==> config.mk <==
export PLATFORM = sky130hd
export DESIGN_NAME = led_frame_scheduler
export DESIGN_NICKNAME = d
export VERILOG_FILES = /design/src/rtl/led_pkg.sv /design/src/rtl/led_frame_assembler.sv /design/src/rtl/led_frame_scheduler.sv
export SDC_FILE = /design/constraint.sdc
export NUM_CORES = 1
export LEC_CHECK = 0
export BUFFER_PORTS_ARGS = -buffer_cell sky130_fd_sc_hd__buf_2
export CAP_MARGIN = 20
export CORE_MARGIN = 5
export CORE_UTILIZATION = 45
export CTS_BUF_LIST = sky130_fd_sc_hd__clkbuf_8
export DETAILED_ROUTE_END_ITERATION = 10
export GPL_ROUTABILITY_DRIVEN = 1
export GPL_TIMING_DRIVEN = 0
export HOLD_SLACK_MARGIN = 0.06
export PLACE_DENSITY = 0.66
export SLEW_MARGIN = 15
export SYNTH_ARGS = -nofsm -noshare
export SYNTH_HDL_FRONTEND = slang
export SYNTH_SLANG_ARGS = --single-unit
==> constraint.sdc <==
create_clock -name clk -period 2.14 [get_ports clk]
set_input_delay 0.107 -clock clk [delete_from_list [all_inputs] [get_ports clk]]
set_output_delay 0.107 -clock clk [all_outputs]
set_load 0.03 [all_outputs]
==> src/rtl/led_pkg.sv <==
// Shared constants, FSM state type and frame-width helper for the LED frame scheduler.
package led_pkg;

  localparam int DEF_NUM_LEDS     = 3;
  localparam int DEF_BITS_PER_LED = 24;
  localparam int DEF_TX_CYCLES    = 1500;
  localparam int FRAME_BYTES      = DEF_NUM_LEDS * DEF_BITS_PER_LED / 8;

  typedef enum logic [0:0] {
    IDLE = 1'b0,
    BUSY = 1'b1
  } led_state_e;

  function automatic int frame_width(input int num_leds, input int bits_per_led);
    return num_leds * bits_per_led;
  endfunction

endpackage

==> src/rtl/led_frame_assembler.sv <==
// Collects SPI bytes into a shadow frame, stages complete frames for launch and
// flags frames closed short or after overflow.
module led_frame_assembler
  import led_pkg::*;
#(
  parameter int NUM_LEDS     = DEF_NUM_LEDS,
  parameter int BITS_PER_LED = DEF_BITS_PER_LED,
  localparam int FW          = frame_width(NUM_LEDS, BITS_PER_LED)
) (
  input  logic          clk,
  input  logic          reset,
  input  logic          frame_start,
  input  logic          frame_end,
  input  logic          byte_valid,
  input  logic [7:0]    byte_data,
  input  logic          take,
  output logic [FW-1:0] staged,
  output logic          pending,
  output logic          err_short,
  output logic          err_long
);

  localparam int FB = FW / 8;
  localparam int CW = $clog2(FB + 1);
  localparam logic [CW-1:0] FB_C = CW'(FB);

  logic [CW-1:0] cnt;
  logic [CW-1:0] cnt_base;
  logic [CW-1:0] cnt_next;
  logic          ovf;
  logic          ovf_base;
  logic          ovf_next;
  logic          store;
  logic          frame_ok;
  logic [FW-1:0] shadow;
  logic [FW-1:0] shadow_next;

  // A same-cycle frame_start restarts the frame before the byte lands; a
  // same-cycle frame_end sees the frame including that byte.
  always_comb begin
    cnt_base    = frame_start ? CW'(0) : cnt;
    ovf_base    = frame_start ? 1'b0 : ovf;
    store       = byte_valid && (cnt_base < FB_C);
    shadow_next = shadow;
    for (int i = 0; i < FB; i++) begin
      shadow_next[FW-1-8*i -: 8] = (store && (cnt_base == CW'(i))) ? byte_data
                                                                    : shadow[FW-1-8*i -: 8];
    end
    cnt_next = store ? (cnt_base + CW'(1)) : cnt_base;
    ovf_next = ovf_base | (byte_valid & (cnt_base == FB_C));
    frame_ok = frame_end & ~ovf_next & (cnt_next == FB_C);
  end

  // Byte capture, staging and error pulses; a new frame's pending beats a launch take.
  always_ff @(posedge clk) begin
    if (reset) begin
      cnt       <= CW'(0);
      ovf       <= 1'b0;
      shadow    <= {FW{1'b0}};
      staged    <= {FW{1'b0}};
      pending   <= 1'b0;
      err_short <= 1'b0;
      err_long  <= 1'b0;
    end else begin
      cnt       <= cnt_next;
      ovf       <= ovf_next;
      shadow    <= shadow_next;
      staged    <= frame_ok ? shadow_next : staged;
      pending   <= frame_ok | (pending & ~take);
      err_short <= frame_end & ~ovf_next & (cnt_next != FB_C);
      err_long  <= frame_end & ovf_next;
    end
  end

endmodule

==> src/rtl/led_frame_scheduler.sv <==
// Launches staged LED frames to the serial driver, enforces the transmit dwell
// and optionally re-sends the current frame after an idle period.
module led_frame_scheduler
  import led_pkg::*;
#(
  parameter int NUM_LEDS       = DEF_NUM_LEDS,
  parameter int BITS_PER_LED   = DEF_BITS_PER_LED,
  parameter int TX_CYCLES      = DEF_TX_CYCLES,
  parameter int REFRESH_CYCLES = 0,
  localparam int FW            = frame_width(NUM_LEDS, BITS_PER_LED)
) (
  input  logic          clk,
  input  logic          reset,
  input  logic          frame_start,
  input  logic          frame_end,
  input  logic          byte_valid,
  input  logic [7:0]    byte_data,
  output logic [FW-1:0] data,
  output logic          data_rdy,
  output logic          busy,
  output logic          err_short,
  output logic          err_long
);

  localparam int MAXC = (TX_CYCLES > REFRESH_CYCLES) ? TX_CYCLES : REFRESH_CYCLES;
  localparam int DW   = $clog2(MAXC + 1);
  localparam logic [DW-1:0] TX_LAST      = DW'(TX_CYCLES - 1);
  localparam logic [DW-1:0] REFRESH_LAST = DW'((REFRESH_CYCLES > 0) ? REFRESH_CYCLES - 1 : 0);
  localparam logic          REFRESH_EN   = (REFRESH_CYCLES > 0);

  led_state_e    state;
  led_state_e    state_next;
  logic [DW-1:0] dwell;
  logic [DW-1:0] dwell_next;
  logic [DW-1:0] idle_cnt;
  logic [DW-1:0] idle_next;
  logic          refresh_req;
  logic          refresh_next;
  logic [FW-1:0] data_next;
  logic          rdy_next;
  logic          busy_next;
  logic          take;
  logic [FW-1:0] staged;
  logic          pending;

  led_frame_assembler #(
    .NUM_LEDS     (NUM_LEDS),
    .BITS_PER_LED (BITS_PER_LED)
  ) u_assembler (
    .clk         (clk),
    .reset       (reset),
    .frame_start (frame_start),
    .frame_end   (frame_end),
    .byte_valid  (byte_valid),
    .byte_data   (byte_data),
    .take        (take),
    .staged      (staged),
    .pending     (pending),
    .err_short   (err_short),
    .err_long    (err_long)
  );

  // Refresh is raised as a request one cycle ahead of its launch, mirroring the
  // staging cycle of a received frame.
  always_comb begin
    state_next   = state;
    dwell_next   = dwell;
    idle_next    = idle_cnt;
    refresh_next = refresh_req;
    data_next    = data;
    rdy_next     = 1'b0;
    busy_next    = busy;
    take         = 1'b0;
    case (state)
      IDLE: begin
        if (pending || refresh_req) begin
          take         = pending;
          data_next    = pending ? staged : data;
          rdy_next     = 1'b1;
          busy_next    = 1'b1;
          dwell_next   = TX_LAST;
          idle_next    = DW'(0);
          refresh_next = 1'b0;
          state_next   = BUSY;
        end else if (REFRESH_EN && (idle_cnt == REFRESH_LAST)) begin
          refresh_next = 1'b1;
        end else begin
          idle_next = REFRESH_EN ? (idle_cnt + DW'(1)) : DW'(0);
        end
      end
      BUSY: begin
        if (dwell == DW'(0)) begin
          busy_next  = 1'b0;
          state_next = IDLE;
        end else begin
          dwell_next = dwell - DW'(1);
        end
      end
      default: begin
        busy_next  = 1'b0;
        state_next = IDLE;
      end
    endcase
  end

  // State, counters and registered driver outputs.
  always_ff @(posedge clk) begin
    if (reset) begin
      state       <= IDLE;
      dwell       <= DW'(0);
      idle_cnt    <= DW'(0);
      refresh_req <= 1'b0;
      data        <= {FW{1'b0}};
      data_rdy    <= 1'b0;
      busy        <= 1'b0;
    end else begin
      state       <= state_next;
      dwell       <= dwell_next;
      idle_cnt    <= idle_next;
      refresh_req <= refresh_next;
      data        <= data_next;
      data_rdy    <= rdy_next;
      busy        <= busy_next;
    end
  end

endmodule

==> results.rst <==
.. list-table::
   :header-rows: 1

   * - Metric
     - Value
   * - Result of the run
     - completed
   * - Height of the chip
     - about 150 um
   * - Max-slew violation count
     - 0
   * - # setup viols final
     - 0
   * - Number of clock sinks seen by CTS
     - ~240
   * - Core region area
     - approximately 20000 um^2
   * - Wire length after detailed routing
     - roughly 22 mm
   * - Max-capacitance violation count
     - 0
   * - Via count of the routed design
     - 7095
   * - CP delay by family, top
     - buffers and inverters
   * - Number of antenna violations at the first check in global routing
     - 0
   * - Gate count of the mapped netlist
     - 966
   * - First-pass detailed-route iteration total
     - 4
   * - Pin count of the biggest net entering global routing
     - 11
   * - H-tree levels
     - 2
   * - Leakage power total
     - 4.643 nW
   * - Global-route total usage across every layer
     - 19.20%
   * - Slew margin rel.
     - a little under two fifths
   * - Number of nets with antenna violations after detailed routing
     - 0
   * - Placed wire-length estimate
     - approximately 15 mm
   * - Starting DRT DRC Count
     - between 300 and 400
   * - Proportion of total power due to net switching
     - 23.19%
   * - Sequential share of power
     - 52.7%
   * - Net switching power of the design
     - between 1.5 and 2 mW
   * - Highest Clock Rate
     - approximately 470 MHz
   * - Slowest stage cell, crit path
     - dfxtp_2
   * - Series of cell instances along the critical path
     - nand2b_4, inv_1, ha_2, xor2_1, a32o_2, buf_4, nand2_4, buf_6, mux2_2
   * - Overall overflow remaining after global route
     - 0
   * - Number of register bits inferred by synthesis
     - 238
   * - Period utilization
     - between 90% and 100%
   * - Min-delay worst type
     - input pin to register
   * - Share of the synthesized area in the top cell type
     - a little over half
   * - Commonest register cell after synthesis
     - dfxtp_1
   * - Clock Tree Buf Depth
     - 3
   * - Most repeated cell in the gate-level netlist after synthesis
     - dfxtp_1
   * - Total buffers and inverters traversed by the critical path
     - 3
   * - Type of destination of the critical path
     - register
   * - Power per cell area
     - approximately 780 nW/um^2
   * - Placed cell area
     - slightly below 10000 um^2
   * - Buffers added on ports
     - 78
   * - Worst skew pair latency
     - between 0.5 and 0.6 ns
   * - Design internal power
     - roughly 6.5 mW
   * - Growth of design area from synthesis to finish
     - 21.04%
   * - DRC violations left
     - 0
   * - Total instance count after detailed placement
     - around 1300
   * - Arrival @ worst endpoint
     - 2.51 ns
   * - Clock tree skew after final layout
     - 0.01190 ns
   * - CTS tree
     - built
   * - Final non-filler cell total
     - between 1000 and 1500
   * - Maximum resistive drop on vdd
     - 0.5383 mV
   * - Async set or reset register ratio after synthesis
     - 0%
   * - Critical Path Max Stage Delay
     - approximately 0.36 ns
   * - Detail-routed via count per cell
     - between 5 and 6
   * - Syn. warnings
     - 0
   * - Setup crit start kind
     - register
   * - Fraction of final layout cells with drive strength greater than 1
     - a little over a fifth
   * - Effective utilization at floorplan
     - 45.86%
   * - Synthesized netlist net count
     - between 900 and 1000
   * - Yosys top cell by area
     - dfxtp_1
   * - First-pass GRT wire length
     - roughly 35 mm
   * - Vias in the first global route
     - between 6000 and 7000
   * - Tmin final
     - 2.107 ns
   * - Die W
     - roughly 150 um
   * - Clock share of power
     - a little over two fifths
   * - CP Data Required Time
     - approximately 2.6 ns
   * - Most frequent cells after synthesis
     - 238 x dfxtp_1, 155 x nand2_1, 111 x a21oi_1
   * - Main area contributors after synthesis
     - dfxtp_1 53%, mux2i_1 8.0%, nand2_1 6.5%, a21oi_1 6.2%, mux2_2 4.3%
   * - Sequential share of the synthesized area
     - around 53%
   * - Synthesized area
     - 8984 um^2
   * - Weighted congestion at the end of routability-driven global placement
     - around 0.8
   * - Ports placed on the boundary
     - between 80 and 90
   * - Logic gate share of total power
     - 3.5%
   * - Number of synthesized flops with an enable pin
     - 0
   * - Num CTS Buffers
     - 40
   * - Number of nets in the layout
     - 1126
   * - Worst hold margin
     - 0.1302 ns
   * - Number of hold-slack violations in the final timing report
     - 0
   * - Average routed wire per standard cell
     - about 16 um
   * - Count of antenna diodes in the layout
     - 0
   * - Average size of a mapped cell
     - between 9 and 10 um^2
   * - Number of filler instances in the final layout
     - approximately 1900
   * - Cell area after layout
     - roughly 11000 um^2
   * - Largest fanout of any net on the critical path
     - 10
   * - Area of the die
     - 22890 um^2
   * - Netlist cell types
     - between 50 and 60
   * - FP Rows
     - 51
   * - Clock slew seen by the registers of the worst setup and hold paths
     - 0.06 ns
   * - Transition at the pin with the smallest max-transition slack
     - approximately 0.94 ns
   * - Class of the most critical setup path
     - register to register
   * - Buffer type at the clock tree root
     - clkbuf_8
   * - Power Total
     - 8.456 mW
layer usage:
metal  vias to the layer above  part of all wire, %  track usage, %
met5                         -                    0               0
met4                         0                  1.7           6.120
met3                        40                  4.7           3.770
met2                       160                   47           30.87
met1                      3340                   47           26.05
li1                       3555                    -               -
flip-flops by register name, summed over array words and instances (netlist names):
| name | flops |
|---|---|
| data | 72 |
| u_assembler.shadow | 72 |
| u_assembler.staged | 72 |
| dwell | 11 |
| u_assembler.cnt | 4 |
| busy | 1 |
| data_rdy | 1 |
| state | 1 |
| u_assembler.err_long | 1 |
| u_assembler.err_short | 1 |
| u_assembler.ovf | 1 |
| u_assembler.pending | 1 |
logic make-up after synthesis:
| group | share of synthesized area, % |
|---|---|
| adder cells (fa/ha/maj) | 0.6964 |
| buffers and inverters | 4.248 |
| AND/OR/NAND/NOR | 20.38 |
| multiplexers | 12.58 |
| XOR/XNOR | 0.3900 |
| flip-flops | 53.04 |
| AO/OA/AOI/OAI | 8.677 |
final timing paths:
| path | startpoint | to | slack (ns) | cells after the start |
|---|---|---|---|---|
| setup / recovery | u_assembler.cnt[1] | u_assembler.staged[51] | 0.03 | 9 |
| hold / removal | reset | u_assembler.staged[0] | 0.13 | 3 |
| setup reg to reg | u_assembler.cnt[1] | u_assembler.staged[51] | 0.03 | 9 |
| hold reg to reg | data[14] | data[14] | 0.45 | 2 |
layout by cell type (no fill, tap or decap), types with 4 or more instances in the layout:
cell	n
nand2_1	152
a31oi_1	5
inv_1	29
nor2_1	87
buf_2	84
dfxtp_1	236
clkbuf_1	43
nor3_1	34
a21oi_1	111
buf_1	6
buf_6	7
and3_1	34
clkbuf_2	5
clkbuf_8	46
o2bb2ai_1	8
buf_4	16
nor2b_1	42
clkinv_2	4
mux2i_1	72
mux2_2	34
buf_8	7
power groups by stage:
stage / Sequential, mW / Combinational, mW / Clock (mW)
after detailed placement: 4.55 / 0.269 / 0
after global routing: 4.46 / 0.318 / 4.00
after global placement: 4.55 / 0.268 / 0
after CTS: 4.46 / 0.279 / 3.80
final: 4.46 / 0.298 / 3.70
after floorplan: 4.55 / 0.175 / 0
worst min-delay path, delay by kind of cell:
family	cells	cell delay, ns
and+or+nand+nor	1	0.16
muxes	1	0.13
buffers and inverters	1	0.22
what timing repair did:
item	4_1_cts	5_1_grt
endpoints found under the hold margin	6	0
resized for setup	31	23
pin swaps	4	9
hold buffers	3	0
setup buffers	6	10
cloned	1	3
setup endpoints to repair	99	93
layout make-up:
type                            instances  area [um^2]  area share (%)
Inverter                                8        30.03          0.2761
Sequential cell                       238         4770           43.86
Multi-Input combinational cell        644         3933           36.16
Clock buffer                           46        633.1           5.822
Clock inverter                         27        111.4           1.024
Buffer                                 75        430.4           3.958
Tap cell                              265        331.6           3.049
Timing Repair Buffer                  101        635.6           5.845
stage by stage:
step                setup WS, ns  utilization, %  setup TNS [ns]
floorplan                0.09328               -               0
global placement         -0.4277           49.54          -19.99
detailed placement       -0.4517           49.54          -19.81
CTS                     -0.01563           54.27        -0.02239
global route            -0.02008           55.51         -0.2978
finish                   0.03269           55.51               0
Power figures use the tool's default switching activity.
